--- config.mk ---
export PLATFORM = sky130hd
export DESIGN_NAME = perf_monitor
export DESIGN_NICKNAME = d
export VERILOG_FILES = /design/src/rtl/perf_monitor.sv
export SDC_FILE = /design/constraint.sdc
export NUM_CORES = 1
export LEC_CHECK = 0
export ABC_AREA = 0
export CAP_MARGIN = 20
export CORE_MARGIN = 8
export CORE_UTILIZATION = 65
export CTS_CLUSTER_SIZE = 25
export DETAILED_ROUTE_END_ITERATION = 8
export GPL_TIMING_DRIVEN = 1
export PLACE_DENSITY = 0.85
export SLEW_MARGIN = 15
export SYNTH_ARGS = -nofsm -noshare
export SYNTH_HDL_FRONTEND = slang
export SYNTH_SLANG_ARGS = --single-unit
--- constraint.sdc ---
create_clock -name clk_i -period 19.9 [get_ports clk_i]
set_input_delay 3.98 -clock clk_i [delete_from_list [all_inputs] [get_ports clk_i]]
set_output_delay 3.98 -clock clk_i [all_outputs]
set_load 0.01 [all_outputs]
--- src/rtl/perf_monitor.sv ---
// Run-control and event counter block for the CPU pipeline: cycles, stalls, flushes, retires, bubble streak.
// Define PERF_MONITOR_SAT_EN to make every counter saturate at all-ones instead of wrapping.
//
// state | meaning
// IDLE  | not running, counters hold
// RUN   | counting one set of events per edge
// DONE  | halt or timeout seen, counters frozen until clear or start drops
module perf_monitor #(
    parameter int CNT_W      = 32,
    parameter int HALT_NOPS  = 5,
    parameter int MAX_CYCLES = 70
) (
    input  logic             clk_i,
    input  logic             rst_i,
    input  logic             start_i,
    input  logic             clear_i,
    input  logic             stall_i,
    input  logic             flush_i,
    input  logic             retire_i,
    input  logic [2:0]       sel_i,
    output logic [CNT_W-1:0] data_o,
    output logic             done_o,
    output logic             timeout_o,
    output logic [1:0]       state_o
);

    typedef enum logic [1:0] {
        IDLE = 2'd0,
        RUN  = 2'd1,
        DONE = 2'd2
    } state_t;

    state_t           state_q, state_d;
    logic [CNT_W-1:0] cyc_q, stl_q, fls_q, ret_q, streak_q;
    logic [CNT_W-1:0] streak_inc, rd_mux;
    logic             seen_q;
    logic             count_en, streak_en, halt, tmo;

    function automatic logic [CNT_W-1:0] bump(input logic [CNT_W-1:0] v, input logic en);
`ifdef PERF_MONITOR_SAT_EN
        if (en && (v != '1))
            return v + CNT_W'(1);
        return v;
`else
        return en ? v + CNT_W'(1) : v;
`endif
    endfunction

    // Clear wins over everything, so it also masks the halt/timeout checks.
    assign count_en   = start_i && (state_q != DONE) && !clear_i;
    assign streak_en  = count_en && !retire_i && (seen_q || (ret_q != '0));
    assign streak_inc = bump(streak_q, 1'b1);
    assign halt       = streak_en && (64'(streak_inc) >= 64'(HALT_NOPS));
    assign tmo        = count_en && (MAX_CYCLES != 0) &&
                        (64'(cyc_q) == 64'(MAX_CYCLES) - 64'd1);

    always_ff @(posedge clk_i or posedge rst_i) begin
        if (rst_i)
            state_q <= IDLE;
        else
            state_q <= state_d;
    end

    always_comb begin
        state_d = state_q;
        if (clear_i) begin
            state_d = start_i ? RUN : IDLE;
        end else begin
            case (state_q)
                IDLE: if (start_i) state_d = (halt || tmo) ? DONE : RUN;
                RUN: begin
                    if (!start_i)
                        state_d = IDLE;
                    else if (halt || tmo)
                        state_d = DONE;
                end
                DONE: if (!start_i) state_d = IDLE;
                default: state_d = IDLE;
            endcase
        end
    end

    always_comb begin
        state_o = state_q;
        case (sel_i)
            3'd0:    rd_mux = cyc_q;
            3'd1:    rd_mux = stl_q;
            3'd2:    rd_mux = fls_q;
            3'd3:    rd_mux = ret_q;
            3'd4:    rd_mux = streak_q;
            default: rd_mux = '0;
        endcase
    end

    always_ff @(posedge clk_i or posedge rst_i) begin
        if (rst_i) begin
            cyc_q     <= '0;
            stl_q     <= '0;
            fls_q     <= '0;
            ret_q     <= '0;
            streak_q  <= '0;
            seen_q    <= 1'b0;
            data_o    <= '0;
            done_o    <= 1'b0;
            timeout_o <= 1'b0;
        end else begin
            data_o <= rd_mux;
            if (clear_i) begin
                cyc_q     <= '0;
                stl_q     <= '0;
                fls_q     <= '0;
                ret_q     <= '0;
                streak_q  <= '0;
                seen_q    <= 1'b0;
                done_o    <= 1'b0;
                timeout_o <= 1'b0;
            end else if (count_en) begin
                cyc_q <= bump(cyc_q, 1'b1);
                stl_q <= bump(stl_q, stall_i);
                fls_q <= bump(fls_q, flush_i);
                ret_q <= bump(ret_q, retire_i);
                if (retire_i) begin
                    streak_q <= '0;
                    seen_q   <= 1'b1;
                end else if (streak_en) begin
                    streak_q <= streak_inc;
                end
                if (halt) begin
                    done_o    <= 1'b1;
                    timeout_o <= 1'b0;
                end else if (tmo) begin
                    done_o    <= 1'b1;
                    timeout_o <= 1'b1;
                end
            end
        end
    end

endmodule
==> results.md <==
Routing:
- The vias after detailed routing is 9,249.
- The number of DRC markers in iteration 0 is 1,062.
- Once detail routing completed, the nets flagged for antenna violations numbered 0.
- The mean routed wirelength per cell is 19.9 µm.
- The average via count per standard cell is 6.52.
- The number of search-and-repair iterations in the first detailed-routing pass is 6.
- After detailed routing, the total wire length is 28.3 mm.
- For this run, design rule violations remaining after detail routing come to 0.

Floorplanning:
- Row generation in the floorplan step produced 47 rows.
- The floorplan step set the die height to 145 µm.
- The die is 145 µm wide.
- During I/O placement, the number of pins put on the boundary was 46.
- The total area inside the core boundary comes to 16,500 µm².
- The die area is 21,100 µm².
- The effective utilization at floorplan is 66.1%.

Synth:
- The number of different library cells in the post-synthesis netlist is 66.
- The Yosys step of the flow raised 0 warnings.
- In the synthesized netlist, the number of instances is 1,183.
- The synthesized area divided by synthesized cell count is 9.20 µm².
- The share of the yosys chip area belonging to registers is 45.3%.
- The total nets after synthesis is 1,202.
- The fraction of synthesis flops using an asynchronous set or reset pin is 100%.
- In the synthesized netlist the dominant register cell turns out to be sky130_fd_sc_hd__dfrtp_1.
- The synthesized design contains 0 enable-type register cells.
- Synthesis inferred 197 register bits.
- The post-synthesis instance area is 10,900 µm².

Global route:
- The maximum number of pins on one net before global-route repair is 115.
- The number of antenna violations at the first check in global routing came to 1.
- For this run the aggregate overflow at the end of global routing stands at 0.
- The number of global-route vias before repair is 8,660.
- The first global-routing pass estimated 46.1 mm of wire.
- The total global routing track utilization is 26.6%.

Timing:
- At the pin with the least slew margin, the transition time is 1130 ps.
- Static timing analysis puts the maximum clock frequency at 153 MHz.
- The final critical-path required period is 6550 ps.
- The worst clock skew on the final layout is 10.5 ps.
- Setup total negative slack on the finished layout was measured at 0 ps.
- Setup repair after global routing left no endpoint under its margin.
- The number of pins with negative max-slew slack in the final report is 0.
- The final hold violation count is 0.
- Setup violations remaining at the end of the flow were counted as 0.
- The worst path uses 32.9% of the clock period.
- The relative max-transition margin is 23.7%.

Worst hold path:
- The end point of the worst hold path is seen_q$_DFFE_PP0P_.
- The instance count along the most critical hold path is 2.
- The launch point of the worst hold path is seen_q$_DFFE_PP0P_.
- The class of the most critical hold timing path is reg -> reg.

Layout:
- Fill cells in the final layout number 1,169.
- In the final layout, the share of cells above drive strength 1 is 5.84%.
- The area growth from synthesis to final layout is 10.1%.
- Measured on the finished design, the core utilization comes to 72.8%.
- The final-stage net count is 1,205.

Worst setup path:
- The critical path goes through clkdlybuf4s50_1, inv_1, nor4b_1, nand3_1, nor2b_1, nand3_1, xor2_1, nor2_1.
- The worst-case reg-to-reg path depth is 8.
- The worst flop-to-flop path endpoint is state_o[1]$_DFFE_PP0P_.
- On the critical path, the stage with the largest delay is an instance of sky130_fd_sc_hd__nor4b_1.
- Of all nets on the critical path, the largest fanout is 7.
- By instance count, the cell type seen most on the critical path is sky130_fd_sc_hd__nand3_1.
- The maximum single-stage delay on the critical path is 980 ps.
- For flop-to-flop paths, the worst setup slack is 16,680 ps.
- The endpoint class of the critical path is a flop.
- The data required time of the critical path is 20,190 ps.
- Data arrives at the worst endpoint at 6850 ps.
- The worst register-to-register path begins at streak_q[1]$_DFFE_PP0P_.
- The type of origin of the critical path is a primary input.
- The worst setup path is of the in -> reg kind.

Place:
- The sum of net half-perimeters after detailed placement is 19.5 mm.
- The global placer's final weighted congestion is 0.940.
- The number of input and output port buffers inserted is 45.

Clock network:
- Buffers inserted to repair hold after CTS numbered 0.
- The clock transition at the register clock pins on the worst setup and hold paths after CTS is 70 ps.
- The TritonCTS clock tree is built.
- The maximum level of the CTS H-tree is 4.
- The clock net in this run drives a total of 197 sinks.
- Clock latency on the worst-skew pair, taken at its later pin, is 450 ps.
- TritonCTS created 17 clock buffers.
- In this run the clock root is driven by a sky130_fd_sc_hd__clkbuf_16.
- The maximum root-to-sink buffer count is 2.
- The number of post-CTS setup repair buffers is 0.
- In this run, post-CTS repair resized a total of 0 instances.

Outcome:
- The flow ran to the end, and the final reports show no timing, DRC or antenna violations.

Run:
- The max-cap violation count is 0.

Power and ir drop:
- The worst-case IR drop observed on VDD is 0.0671 mV.
- The leakage power total is 5.03 nW.
- The ratio of total power to cell area is 65.8 nW/µm².
[cell usage after synthesis, types with 16 or more instances]
master                     count  share of area, %
sky130_fd_sc_hd__mux2i_1      31               2.9
sky130_fd_sc_hd__and3_1       27               1.6
sky130_fd_sc_hd__a21oi_1      34               1.6
sky130_fd_sc_hd__nand4_1      39               2.2
sky130_fd_sc_hd__dfrtp_1     197                45
sky130_fd_sc_hd__nand2_1     108               3.7
sky130_fd_sc_hd__nor3_1       16              0.74
sky130_fd_sc_hd__and4_1       21               1.7
sky130_fd_sc_hd__a221o_1      32               2.9
sky130_fd_sc_hd__nor2_1      168               5.8
sky130_fd_sc_hd__inv_1        25              0.86
sky130_fd_sc_hd__clkbuf_1     47               1.6
sky130_fd_sc_hd__xor2_1       74               6.0
sky130_fd_sc_hd__o21ai_0      76               3.5
sky130_fd_sc_hd__nand3_1      62               2.9
sky130_fd_sc_hd__nor4_1       25               1.4
sky130_fd_sc_hd__xnor2_1      56               4.5
[worst max-delay path by stage]
stage | startpoint | end | slack, ps | cells after the start
after detailed placement | start_i | streak_q[24]$_DFFE_PP0P_ | 13030 | 8
after floorplan | rst_i | cyc_q[0]$_DFFE_PP0P_ | 10550 | 1
after CTS | start_i | cyc_q[29]$_DFFE_PP0P_ | 13420 | 8
after global routing | start_i | streak_q[13]$_DFFE_PP0P_ | 13180 | 8
final | start_i | cyc_q[29]$_DFFE_PP0P_ | 13350 | 8
after global placement | start_i | streak_q[30]$_DFFE_PP0P_ | 13010 | 8
[cells in the final DEF, fill, tap and decap left out, drive strengths merged, types with 12 or more instances in the layout]
| cell type | count |
|---|---|
| nand3 | 64 |
| a21oi | 34 |
| and4 | 21 |
| inv | 33 |
| and3 | 28 |
| nor4 | 29 |
| or3 | 15 |
| dfrtp | 197 |
| clkdlybuf4s50 | 43 |
| clkbuf | 20 |
| nand2 | 109 |
| nor2 | 168 |
| nand4 | 42 |
| mux2i | 31 |
| buf | 12 |
| o21ai | 78 |
| a221o | 32 |
| nor3 | 18 |
| xor2 | 74 |
| xnor2 | 56 |
[registers in the layout, summed over array words and instances (netlist names)]
signal / flops
cyc_q: 32
data_o: 32
fls_q: 32
ret_q: 32
stl_q: 32
streak_q: 32
state_o: 2
done_o: 1
seen_q: 1
timeout_o: 1
[cell type report]
| class | instances | area (µm²) | share of cell area, % |
|---|---|---|---|
| Antenna cell | 1 | 2.50 | 0.0209 |
| Clock buffer | 18 | 439 | 3.67 |
| Clock inverter | 13 | 138 | 1.15 |
| Inverter | 25 | 101 | 0.846 |
| Multi-Input combinational cell | 888 | 5550 | 46.3 |
| Sequential cell | 197 | 4930 | 41.1 |
| Tap cell | 220 | 275 | 2.30 |
| Timing Repair Buffer | 57 | 549 | 4.58 |
[layer usage]
layer | track usage, % | part of all wire, % | routed length, µm | vias to the layer above
met1 | 34.8 | 41 | 11600 | 4543
met4 | 11.0 | 3.3 | 932 | 0
li1 | - | - | - | 4202
met3 | 5.22 | 7.3 | 2070 | 71
met5 | 0 | 0 | 0 | -
met2 | 42.6 | 48 | 13700 | 433
[worst max-delay path: cells and delay by family]
kind	cells	cell delay [ps]
XOR/XNOR	1	150
buffers and inverters	2	850
AND/OR/NAND/NOR	5	1860
[logic make-up after synthesis]
family | count (synthesis) | synth area share, %
and+or+nand+nor | 530 | 24.9
buffers and inverters | 98 | 3.87
xor gates and xnor gates | 130 | 10.5
AOI/OAI and AO/OA | 187 | 11.3
muxes | 32 | 3.06
DFF | 197 | 45.3
adders and majority gates | 9 | 1.03
[per-stage QoR]
stage                     power (mW)  setup slack [ps]  instance area [µm²]  instances  hold WS (ps)
after detailed placement       0.450             13030                11400       1383           526
after global routing           0.810             13180                12000       1419           554
final                          0.788             13350                12000       1419           539
after floorplan                0.438             10550                10900       1183           491
after global placement         0.449             13010                11300       1382           522
after CTS                      0.788             13420                11900       1414           536
[power breakdown]
group	leakage (nW)	internal, mW	total [mW]	switching, mW
logic	2.01	0.0104	0.0393	0.0289
clock network	0.279	0.180	0.345	0.165
registers	2.74	0.402	0.404	0.00259
(Power assumes the default switching activity.)
==> RTL change 1 (same settings) <==
Reset style: synchronous (`rst_i`), changed in 2 clocked blocks.
--- a/src/rtl/perf_monitor.sv
+++ b/src/rtl/perf_monitor.sv
@@ -55,5 +55,5 @@
                         (64'(cyc_q) == 64'(MAX_CYCLES) - 64'd1);
 
-    always_ff @(posedge clk_i or posedge rst_i) begin
+    always_ff @(posedge clk_i) begin
         if (rst_i)
             state_q <= IDLE;
@@ -93,5 +93,5 @@
     end
 
-    always_ff @(posedge clk_i or posedge rst_i) begin
+    always_ff @(posedge clk_i) begin
         if (rst_i) begin
             cyc_q     <= '0;
Check against the original RTL: differs if rst_i is asserted again (counterexample within 4 cycles, from zero or initial values and one cycle with rst_i high); with rst_i held inactive, the same outputs for 4 cycles.
==> RTL change 1 against the original RTL <==
- area after synthesis shrank 6.4%
- routed wire length is 8.2% lower
- final cell count is 3.4% higher
- setup slack worse by 0.24 ns
- power is 4.5% lower
- highest routed layer unchanged
- fmax fell by 3.5%
- sequential cell count unchanged
- final area shrank 6.5%
==> RTL change 1: results (changes against the original RTL) <==
* Synth Area in XOR/XNOR at 8.855% (was 10.46%)
* Total Routed Length at 25,950 µm (was 28,260 µm)
* Synth top cells by count: 197 x dfxtp_1, 154 x nor2_1, 87 x nand2_1 (was 197 x dfrtp_1, 168 x nor2_1, 108 x nand2_1)
* Asr flop ratio synth at 0% (was 100.0%)
* Vias in the first global route at 8,511 (was 8,660)
* Initial antenna violation count at 0 (was 1)
* First-pass GRT wire length at 42,190 µm (was 46,070 µm)
* R2R Setup Slk at 16.14 ns (was 16.68 ns)
* Clk Latency, worst-skew pair at 0.44 ns
* DP HPWL at 17,680 µm (was 19,500 µm)
* VDD IR max at 0.06117 mV (was 0.06709 mV)
* Setup bufs post-CTS at 0 (unchanged)
* Mux share of post-synthesis cell area at 4.139% (was 3.058%)
* Initial DRC Count at 1,005 (was 1,062)
* Comb. pwr at 25.9 µW (was 39.3 µW)
* Max FO, Critical Path at 7 (unchanged)
* CP delay by family, top: simple AND/OR/NAND/NOR gates (unchanged)
* Leakage at 0.003533 µW (was 0.005033 µW)
* Final Net Count at 1,262 (was 1,205)
* Worst r2r src: streak_q[1] (unchanged)
* Hold Path Class: flip-flop to flip-flop (unchanged)
* Seq pwr at 395 µW (was 404 µW)
* Largest net degree at the start of global routing at 83 (was 115)
* Dominant cells by area after synthesis: dfxtp_1 39%, nor2_1 5.7%, xor2_1 5.3% (was dfrtp_1 45%, xor2_1 6.0%, nor2_1 5.8%)
* Synth Area in Adders at 1.105% (was 1.035%)
* # diodes at 0 (was 1)
* NetSw at 172.7 µW (was 196.3 µW)
* CP endpoint: cyc_q[31] (was cyc_q[29])
* Status: complete, no violations (unchanged)
* Detail-routed via count per cell at 6.353 (was 6.518)
* Port bufs at 45 (unchanged)
* CP max-delay cell: nor3_1 (was nor4b_1)
* Proportion of layout cells with a drive suffix above 1 at 6.847% (was 5.843%)
* Worst EP arrival at 7.08 ns (was 6.85 ns)
* Synth Warn # at 0 (unchanged)
* Worst R2R Path Depth at 9 (was 8)
* R2r endpoint: state_o[0] (was state_o[1])
* Post-CTS sizing at 0 (unchanged)
* Distinct cells, synth at 51 (was 66)
* Register area share after synthesis at 38.71% (was 45.30%)
* Hold depth at 2 (unchanged)
* GP Congestion at 0.9152 (was 0.9400)
* Worst slew margin at 29.55% (was 23.68%)
* Main synth FF type: dfxtp_1 (was dfrtp_1)
* Slowest cell delay on critical path at 0.58 ns (was 0.98 ns)
* H-tree levels at 4 (unchanged)
* Total Routing Usage GR at 25.95% (was 26.59%)
* Clock transition at the registers of the reported paths at 0.07 ns (about the same)
* Max Root-Sink Buffers at 2 (unchanged)
* Post-synthesis compound-gate area fraction at 15.07% (was 11.35%)
* Skew final at 0.01041 ns (was 0.01050 ns)
* DR pass1 iterations at 7 (was 6)
## RTL change 1: cell count changes in the layout (fill, tap and decap cells not counted), sizes merged, moves of 15 or more
cell,unedited run,this run
a21oi,34,73
a221o,32,0
a22oi,3,64
and2,11,40
dfrtp,197,0
dfxtp,0,197
mux2,0,31
mux2i,31,5
nand2,109,87
o21ai,78,53
o22ai,1,31
or3,15,40
xnor2,56,41
## RTL change 1: layer usage
metal  GRT usage, %  vias to the layer above  share of wire [%]
li1               -                     4474                  -
met1          33.19                     4370                 44
met2          40.86                      409                 45
met3          5.807                       67                7.7
met4          12.16                        0                3.3
met5              0                        -                  0
## RTL change 1: area by class of cell
class,count,area [µm²]
Timing Repair Buffer,53,513.0
Tap cell,211,264.0
Multi-Input combinational cell,949,5827
Clock buffer,20,456.7
Sequential cell,197,3944
Fill cell,1174,4055
Clock inverter,12,105.1
Inverter,25,93.84
## RTL change 1: stage by stage
stage | area, µm² | total power (µW) | hold WS, ns | setup slack, ns | cells
6_report | 11200 | 753.0 | 0.4517 | 13.11 | 1467
5_1_grt | 11200 | 772.2 | 0.4778 | 12.82 | 1467
4_1_cts | 11190 | 753.6 | 0.4510 | 13.16 | 1466
3_5_place_dp | 10630 | 428.9 | 0.4433 | 12.70 | 1434
3_3_place_gp | 10610 | 428.4 | 0.4324 | 12.77 | 1433
2_1_floorplan | 10190 | 421.7 | 0.4257 | 13.77 | 1260
## RTL change 1: how the worst min path moves through the flow
stage	slack, ns	to	start
final	0.45	seen_q	seen_q
after global routing	0.48	seen_q	seen_q
after CTS	0.45	seen_q	seen_q
after detailed placement	0.44	seen_q	seen_q
after global placement	0.43	seen_q	seen_q
after floorplan	0.43	seen_q	seen_q
==> RTL change 2 (same flow settings) <==
Made on the original files. `MAX_CYCLES`: 70 -> 35.
--- a/src/rtl/perf_monitor.sv
+++ b/src/rtl/perf_monitor.sv
@@ -9,5 +9,5 @@
     parameter int CNT_W      = 32,
     parameter int HALT_NOPS  = 5,
-    parameter int MAX_CYCLES = 70
+    parameter int MAX_CYCLES = 35
 ) (
     input  logic             clk_i,
Behaviour: same outputs for any inputs over 4 cycles, from zero or initial values and one cycle with rst_i high; that may be too few to reach the edited logic, so the function may still have changed.
==> RTL change 2 against the original RTL <==
- area after synthesis decreased by 0.48%
- core utilization decreased by 0.17 points
- largest cell class unchanged
- non-clock buffer count decreased by 1
- setup slack got worse by 0.20 ns
- power increased by 1.7%
- sequential share of layout area increased by 0.095 points
- critical endpoint is now fls_q[24]
- final area decreased by 0.23%
- global-route usage about the same
- sequential cell count unchanged
- routed wire length decreased by 1.4%
==> RTL change 2: results (changes against the original RTL) <==
* Synth top cells by count: 197 x dfrtp_1, 165 x nor2_1, 108 x nand2_1 (was 197 x dfrtp_1, 168 x nor2_1, 108 x nand2_1)
* DP HPWL at 18,700 µm (was 19,500 µm)
* Proportion of layout cells with a drive suffix above 1 at 5.347% (was 5.843%)
* Skew final at 0.01294 ns (was 0.01050 ns)
* TritonCTS buffer count at 17 (unchanged)
* Place WS at 12.76 ns (was 13.03 ns)
* Final Net Count at 1,203 (was 1,205)
* Hold_ws at 0.5688 ns (was 0.5391 ns)
* Status: complete, no violations (unchanged)
* First-pass GRT wire length at 45,820 µm (was 46,070 µm)
* Distinct cells, synth at 59 (was 66)
* Signal inverters at 21 (was 25)
* Initial antenna violation count at 0 (was 1)
* GP Congestion at 0.9142 (was 0.9400)
* Total number of vias at 9,265 (was 9,249)
* Worst slew margin at 29.20% (was 23.68%)
* Clock-cell share of area at 5.192% (was 4.814%)
* Leakage at 0.004996 µW (was 0.005033 µW)
* Multi-input gates at 891 (was 888)
* Fillers at 1,164 (was 1,169)
* Non-clock buffer share of cell area at 4.407% (was 4.584%)
* Worst EP arrival at 7.12 ns (was 6.85 ns)
* Initial DRC Count at 1,090 (was 1,062)
* Max Clk Rate at 148.0 MHz (was 152.6 MHz)
* Vias in the first global route at 8,761 (was 8,660)
* Dominant cells by area after synthesis: dfrtp_1 46%, xor2_1 6.5%, nor2_1 5.7% (was dfrtp_1 45%, xor2_1 6.0%, nor2_1 5.8%)
* # diodes at 0 (was 1)
* Max FO, Critical Path at 98 (was 7)
## RTL change 2: cell families after synthesis
| kind of cell | count (synthesis) | share of synthesized area [%] |
|---|---|---|
| adder cells (fa/ha/maj) | 9 | 1.040 |
| XOR/XNOR | 126 | 10.19 |
| buffers and inverters | 97 | 3.697 |
| flip-flops | 197 | 45.52 |
| AND/OR/NAND/NOR | 528 | 24.72 |
| multiplexers | 34 | 3.258 |
| AO/OA/AOI/OAI | 194 | 11.58 |
## RTL change 2: critical path, stage by stage
cell	delay (ns)
buf_4	0.75
buf_4	0.62
a31oi_1	0.20
nor4b_1	0.49
buf_4	0.23
nand3_1	0.21
or3_1	0.43
a21oi_1	0.16
## RTL change 2: per-stage QoR
stage	instances	total power, µW	cell area (µm²)
after floorplan	1185	437.1	10830
after global placement	1383	448.0	11320
after detailed placement	1383	448.9	11320
after CTS	1415	803.4	11940
after global routing	1417	822.2	11950
final	1417	801.9	11950
## RTL change 2: metal layers
| metal | vias to the layer above | share of wire (%) | track usage, % | routed length [µm] |
|---|---|---|---|---|
| li1 | 4199 | - | - | - |
| met1 | 4520 | 42 | 35.72 | 11820 |
| met2 | 472 | 48 | 41.96 | 13280 |
| met3 | 74 | 6.8 | 4.540 | 1892 |
| met4 | 0 | 3.2 | 11.14 | 889 |
| met5 | - | 0 | 0 | 0 |
## RTL change 2: power by group
group          total, µW  internal (µW)  switching (µW)
Combinational       37.8           9.51            28.3
Sequential           404            402            2.51
Clock                360            185             175
## RTL change 2: final timing paths
kind | depth (start not counted) | end | startpoint
max | 8 | fls_q[24] | clear_i
min | 1 | seen_q | seen_q
max reg2reg | 8 | done_o | streak_q[1]
min reg2reg | 1 | seen_q | seen_q
max in group asynchronous | 3 | cyc_q[18] | rst_i
min in group asynchronous | 2 | fls_q[24] | rst_i
